`config.mk`:
```
export PLATFORM = sky130hd
export DESIGN_NAME = mem_arb
export DESIGN_NICKNAME = d
export VERILOG_FILES = /design/src/rtl/mem_arb_pkg.sv /design/src/rtl/mem_arb_rr2.sv /design/src/rtl/mem_arb.sv
export SDC_FILE = /design/constraint.sdc
export NUM_CORES = 1
export LEC_CHECK = 0
export CAP_MARGIN = 20
export CORE_MARGIN = 2
export CORE_UTILIZATION = 40
export CTS_CLUSTER_SIZE = 8
export DETAILED_ROUTE_END_ITERATION = 8
export GPL_TIMING_DRIVEN = 0
export PLACE_DENSITY = 0.82
export SLEW_MARGIN = 10
export SYNTH_ARGS = -nofsm -noshare
export SYNTH_HDL_FRONTEND = slang
export SYNTH_SLANG_ARGS = --single-unit
```
`constraint.sdc`:
```
create_clock -name clk -period 1.76 [get_ports clk]
set_input_delay 0.264 -clock clk [delete_from_list [all_inputs] [get_ports clk]]
set_output_delay 0.264 -clock clk [all_outputs]
set_load 0.1 [all_outputs]
```
`src/rtl/mem_arb_pkg.sv`:
```
// Shared definitions for the two-port memory arbiter: FSM encoding, requester ids, read latency bounds.
package mem_arb_pkg;

  typedef enum logic [1:0] {
    ST_IDLE  = 2'd0,
    ST_ISSUE = 2'd1,
    ST_WAIT  = 2'd2,
    ST_ACK   = 2'd3
  } state_t;

  localparam logic ID_CORE = 1'b0;
  localparam logic ID_LDR  = 1'b1;

  localparam int RD_LAT_MIN = 1;
  localparam int RD_LAT_MAX = 4;

endpackage

```
`src/rtl/mem_arb_rr2.sv`:
```
// Two-requester grant picker: round-robin against the last grant, or fixed loader priority.
// Purely combinational; the result is only meaningful when at least one request is set.
module mem_arb_rr2
  import mem_arb_pkg::*;
(
  input  logic req_core,
  input  logic req_ldr,
  input  logic ptr,
  input  logic rr_enable,
  output logic grant_id
);

  always_comb begin
    grant_id = ID_LDR;
    if (req_core && req_ldr) begin
      // ptr holds the last winner, so the other requester goes next
      grant_id = rr_enable ? ~ptr : ID_LDR;
    end else if (req_core) begin
      grant_id = ID_CORE;
    end
  end

endmodule

```
`src/rtl/mem_arb.sv`:
```
// Arbitrates a core port and a loader port onto one single-ported memory, one transaction at a time.
// Write ack 2 cycles after the request is sampled in IDLE, read ack 2+RD_LATENCY; requests wait until the arbiter is idle.
module mem_arb
  import mem_arb_pkg::*;
#(
  parameter int RD_LATENCY = 1,
  parameter int RR_ENABLE  = 1
) (
  input  logic        clk,
  input  logic        rst,
  input  logic        core_req,
  input  logic        core_we,
  input  logic [15:0] core_addr,
  input  logic [7:0]  core_wdata,
  output logic [7:0]  core_rdata,
  output logic        core_ack,
  input  logic        ldr_req,
  input  logic        ldr_we,
  input  logic [15:0] ldr_addr,
  input  logic [7:0]  ldr_wdata,
  output logic [7:0]  ldr_rdata,
  output logic        ldr_ack,
  input  logic        ldr_lock,
  output logic        mem_en,
  output logic        mem_we,
  output logic [15:0] mem_addr,
  output logic [7:0]  mem_wdata,
  input  logic [7:0]  mem_rdata,
  output logic        busy
);

  state_t      state, state_nxt;
  logic        core_elig, any_elig, grant_id;
  logic        lat_id, lat_we;
  logic [15:0] lat_addr;
  logic [7:0]  lat_wdata;
  logic [1:0]  wait_cnt;
  logic        wait_last;
  logic        rr_ptr;

  assign core_elig = core_req & ~ldr_lock;
  assign any_elig  = core_elig | ldr_req;
  assign wait_last = (wait_cnt == 2'(RD_LATENCY - 1));

  mem_arb_rr2 u_rr2 (
    .req_core  (core_elig),
    .req_ldr   (ldr_req),
    .ptr       (rr_ptr),
    .rr_enable (RR_ENABLE != 0),
    .grant_id  (grant_id)
  );

  always_ff @(posedge clk) begin
    if (rst) state <= ST_IDLE;
    else     state <= state_nxt;
  end

  always_comb begin
    state_nxt = state;
    case (state)
      ST_IDLE:  if (any_elig) state_nxt = ST_ISSUE;
      ST_ISSUE: state_nxt = lat_we ? ST_ACK : ST_WAIT;
      ST_WAIT:  if (wait_last) state_nxt = ST_ACK;
      ST_ACK:   state_nxt = ST_IDLE;
      default:  state_nxt = ST_IDLE;
    endcase
  end

  always_comb begin
    mem_en   = (state == ST_ISSUE);
    mem_we   = (state == ST_ISSUE) & lat_we;
    busy     = (state != ST_IDLE);
    core_ack = (state == ST_ACK) & (lat_id == ID_CORE);
    ldr_ack  = (state == ST_ACK) & (lat_id == ID_LDR);
  end

  assign mem_addr  = lat_addr;
  assign mem_wdata = lat_wdata;

  // Reset favours the loader by recording the core as the last winner.
  always_ff @(posedge clk) begin
    if (rst) begin
      lat_id     <= ID_CORE;
      lat_we     <= 1'b0;
      lat_addr   <= '0;
      lat_wdata  <= '0;
      wait_cnt   <= '0;
      rr_ptr     <= ID_CORE;
      core_rdata <= '0;
      ldr_rdata  <= '0;
    end else begin
      if (state == ST_IDLE && any_elig) begin
        lat_id    <= grant_id;
        rr_ptr    <= grant_id;
        lat_we    <= (grant_id == ID_LDR) ? ldr_we    : core_we;
        lat_addr  <= (grant_id == ID_LDR) ? ldr_addr  : core_addr;
        lat_wdata <= (grant_id == ID_LDR) ? ldr_wdata : core_wdata;
      end
      if (state == ST_WAIT) begin
        if (wait_last) begin
          wait_cnt <= '0;
          if (lat_id == ID_LDR) ldr_rdata  <= mem_rdata;
          else                  core_rdata <= mem_rdata;
        end else begin
          wait_cnt <= wait_cnt + 2'd1;
        end
      end
    end
  end

endmodule

```
==> metrics.yaml <==
sta:
  final.setup.worst_slack_ps: 33.0
  holdWs_ps: 279
  timing.max_slew.rel_slack_pct: 35.8
  max_freq_mhz: 579
  grt_setup_unrepaired: "no"
  finalSetupViolations: 0
  worstMarginPinSlew_ps: 966
  setup-tns-final_ps: 0
  finalHoldViolations: 0
  drv_slew: 0
  worst_clock_skew_ps: 4.86
  min_period_over_period_pct: 98.1
  timing.final.crit_period_ps: 1730
detailed_routing:
  route.detailed.vias_per_inst: 4.81
  drt_iter0_markers: 48
  post-route-drc-count: 0
  postRouteAntennaNets: 0
  detailed_route_wire_length_mm: 5.36
  dr_total_vias: 1997
  avgRoutedWirePerCell_um: 12.9
  drt_first_pass_iters: 4
cells_and_area:
  drive_gt1_share_pct: 26.4
  synthToLayoutAreaGrowth_pct: 50.9
  layout.cells.most_common_list: "clkdlybuf4s50_1, nand2_1, nor2_1, dfxtp_1, clkbuf_2"
  layout_commonest_cell: "clkdlybuf4s50_1"
  antennaDiodeCount: 0
  finished_layout_cell_area_um2: 3290
  final_net_count: 414
  nFillCells: 452
synth:
  synth-seq-cells: 46
  synth_cell_type_count: 27
  synth_instances: 231
  syn_area_per_cell_um2: 9.44
  synth.net_count: 301
  syn_area_um2: 2180
  yosysWarnings: 0
  synth-seq-area-share_pct: 42.3
worst_setup_path:
  critPathRequiredTime_ps: 1500
  setup.worst_path.class: "reg -> out"
  maximum_fanout_count_along_the_critical_path: 2
  slowest_delay_ps: 830
  critPathLaunchType: "flop"
  path_cells: "clkdlybuf4s15_1"
  library_cell_contributing_the_largest_single_delay_on_the_critical_path: "clkdlybuf4s15_1"
  data_arrival_at_the_endpoint_of_the_critical_path_ps: 1460
  critPathCaptureType: "output port"
  cp_delay_by_family_top: "buffers and inverters"
  cp_bufs_invs: 1
placement:
  gp_congestion: 0.773
  minimum_setup_slack_after_placement_ps: -371
  place.port_buffers: 106
  placed_cell_area_um2: 3350
  hpwlAfterDp_mm: 4.07
global_routing:
  global_route_wire_length_before_repair_mm: 9.07
  grt_start_max_net_pins: 14
  grt.total_usage_pct: 18.8
  globalRoute.totalOverflow: 0
  antenna_found_initial: 0
  grt_pass1_vias: 1969
clocking:
  clk_transition_reported_paths_ps: 80
  cts_inserted_buffers: 5
  clk_path_buf_depth: 2
  worst_skew_pair_later_pin_latency_ps: 290
  cts_post_setup_buffers_inserted: 0
  h-tree-depth: 2
  cts_root_buffer_type: "clkbuf_8"
  clkSinkCount: 46
  tritoncts: "done"
floorplanning:
  die_area_um2: 6060
  top_level_ports: 108
  vertical_extent_of_the_die_um: 77.8
  start_util_pct: 42.1
  coreArea_um2: 5170
  row_count: 26
  chipWidth_um: 77.8
power:
  ir_drop_mv: 1.05
  total_leakage_power_nw: 1.46
  p_per_area_nw_per_um2: 1790
hold_path:
  timing.hold.worst.class: "in -> reg"
run:
  max-cap-violations: 0
outcome:
  run_status: "complete, no violations"
-- layout make-up --
class | instances | area (um^2) | area share [%]
buffer | 18 | 138 | 4.18
multi-input combinational | 161 | 1120 | 33.9
tap | 70 | 87.6 | 2.66
clock buffer | 8 | 110 | 3.35
inverter | 6 | 26.3 | 0.799
sequential | 46 | 923 | 28.1
timing repair buffer | 106 | 888 | 27.0
-- sequential cells by signal, indices dropped and copies added, names as in the netlist --
signal	cells
wait_cnt	2
state	2
mem_addr	16
lat_we	1
ldr_rdata	8
core_rdata	8
mem_wdata	8
rr_ptr	1
-- final timing paths --
check	startpoint	end	slack, ps	cells after the start
setup / recovery	mem_wdata[1]$_SDFFE_PP0P_	mem_wdata[1]	30	1
hold / removal	rst	mem_wdata[3]$_SDFFE_PP0P_	280	2
setup reg to reg	state[0]$_SDFFE_PP0P_	ldr_rdata[5]$_SDFFE_PP0P_	200	6
hold reg to reg	core_rdata[6]$_SDFFE_PP0P_	core_rdata[6]$_SDFFE_PP0P_	500	2
-- cells by family (layout without fill, tap and decap cells) --
logic type / after synthesis / in the layout / share of synthesized area [%]
compound gates: 30 / 30 / 17.3
fa+ha+maj: 7 / 7 / 4.02
buf+inv: 24 / 138 / 7.35
flops: 46 / 46 / 42.3
mux: 19 / 19 / 8.73
simple gates: 105 / 105 / 20.4
-- power by group --
| group | switching, W | internal (W) |
|---|---|---|
| sequential | 0.000157 | 0.00132 |
| combinational | 0.00279 | 0.000877 |
| clock | 0.000337 | 0.000397 |
-- routing by layer --
metal	up-vias	wire (um)	GRT usage, %
met5	-	0	0
met4	0	59	5.36
met3	6	508	7.21
met2	80	2560	31.0
met1	899	2240	22.6
li1	1012	-	-
-- metrics by stage --
stage                     util, %  total power (W)  cells
final                        63.6          0.00588    415
after global routing         63.6          0.00620    415
after CTS                    66.3          0.00602    415
after detailed placement     64.8          0.00543    407
after global placement       64.8          0.00538    407
after floorplan                 -          0.00454    231
-- worst register-to-register path, cell delays in order, from the launching register on --
cell and delay, ps:
dfxtp_2 340, inv_2 110, ha_1 150, clkbuf_1 240, nand3_2 310, mux2i_1 240
nor2_1 60
-- cells in the mapped netlist, drive strengths merged --
cell type	instances	area share [%]
nand2	51	8.9
inv	6	1.0
o21a	1	0.34
nor2b	1	0.63
nor2	45	7.7
dfxtp	46	42
and2b	1	0.40
o21ai	1	0.23
a211oi	1	0.34
nand2b	1	0.63
o32a	1	0.46
buf	14	5.6
and2	3	1.0
ha	7	4.0
nand3b	1	0.34
nand3	1	0.46
a311oi	25	15
nor3	1	0.23
mux2i	19	8.7
a221oi	1	0.40
clkbuf	4	0.69
-- repair_timing --
item                       in CTS  in global routing
hold buffers                    0                  0
resized for setup              92                 44
setup endpoints to repair      45                 36
hold endpoints to repair        0                  0
Power figures use the tool's default switching activity.
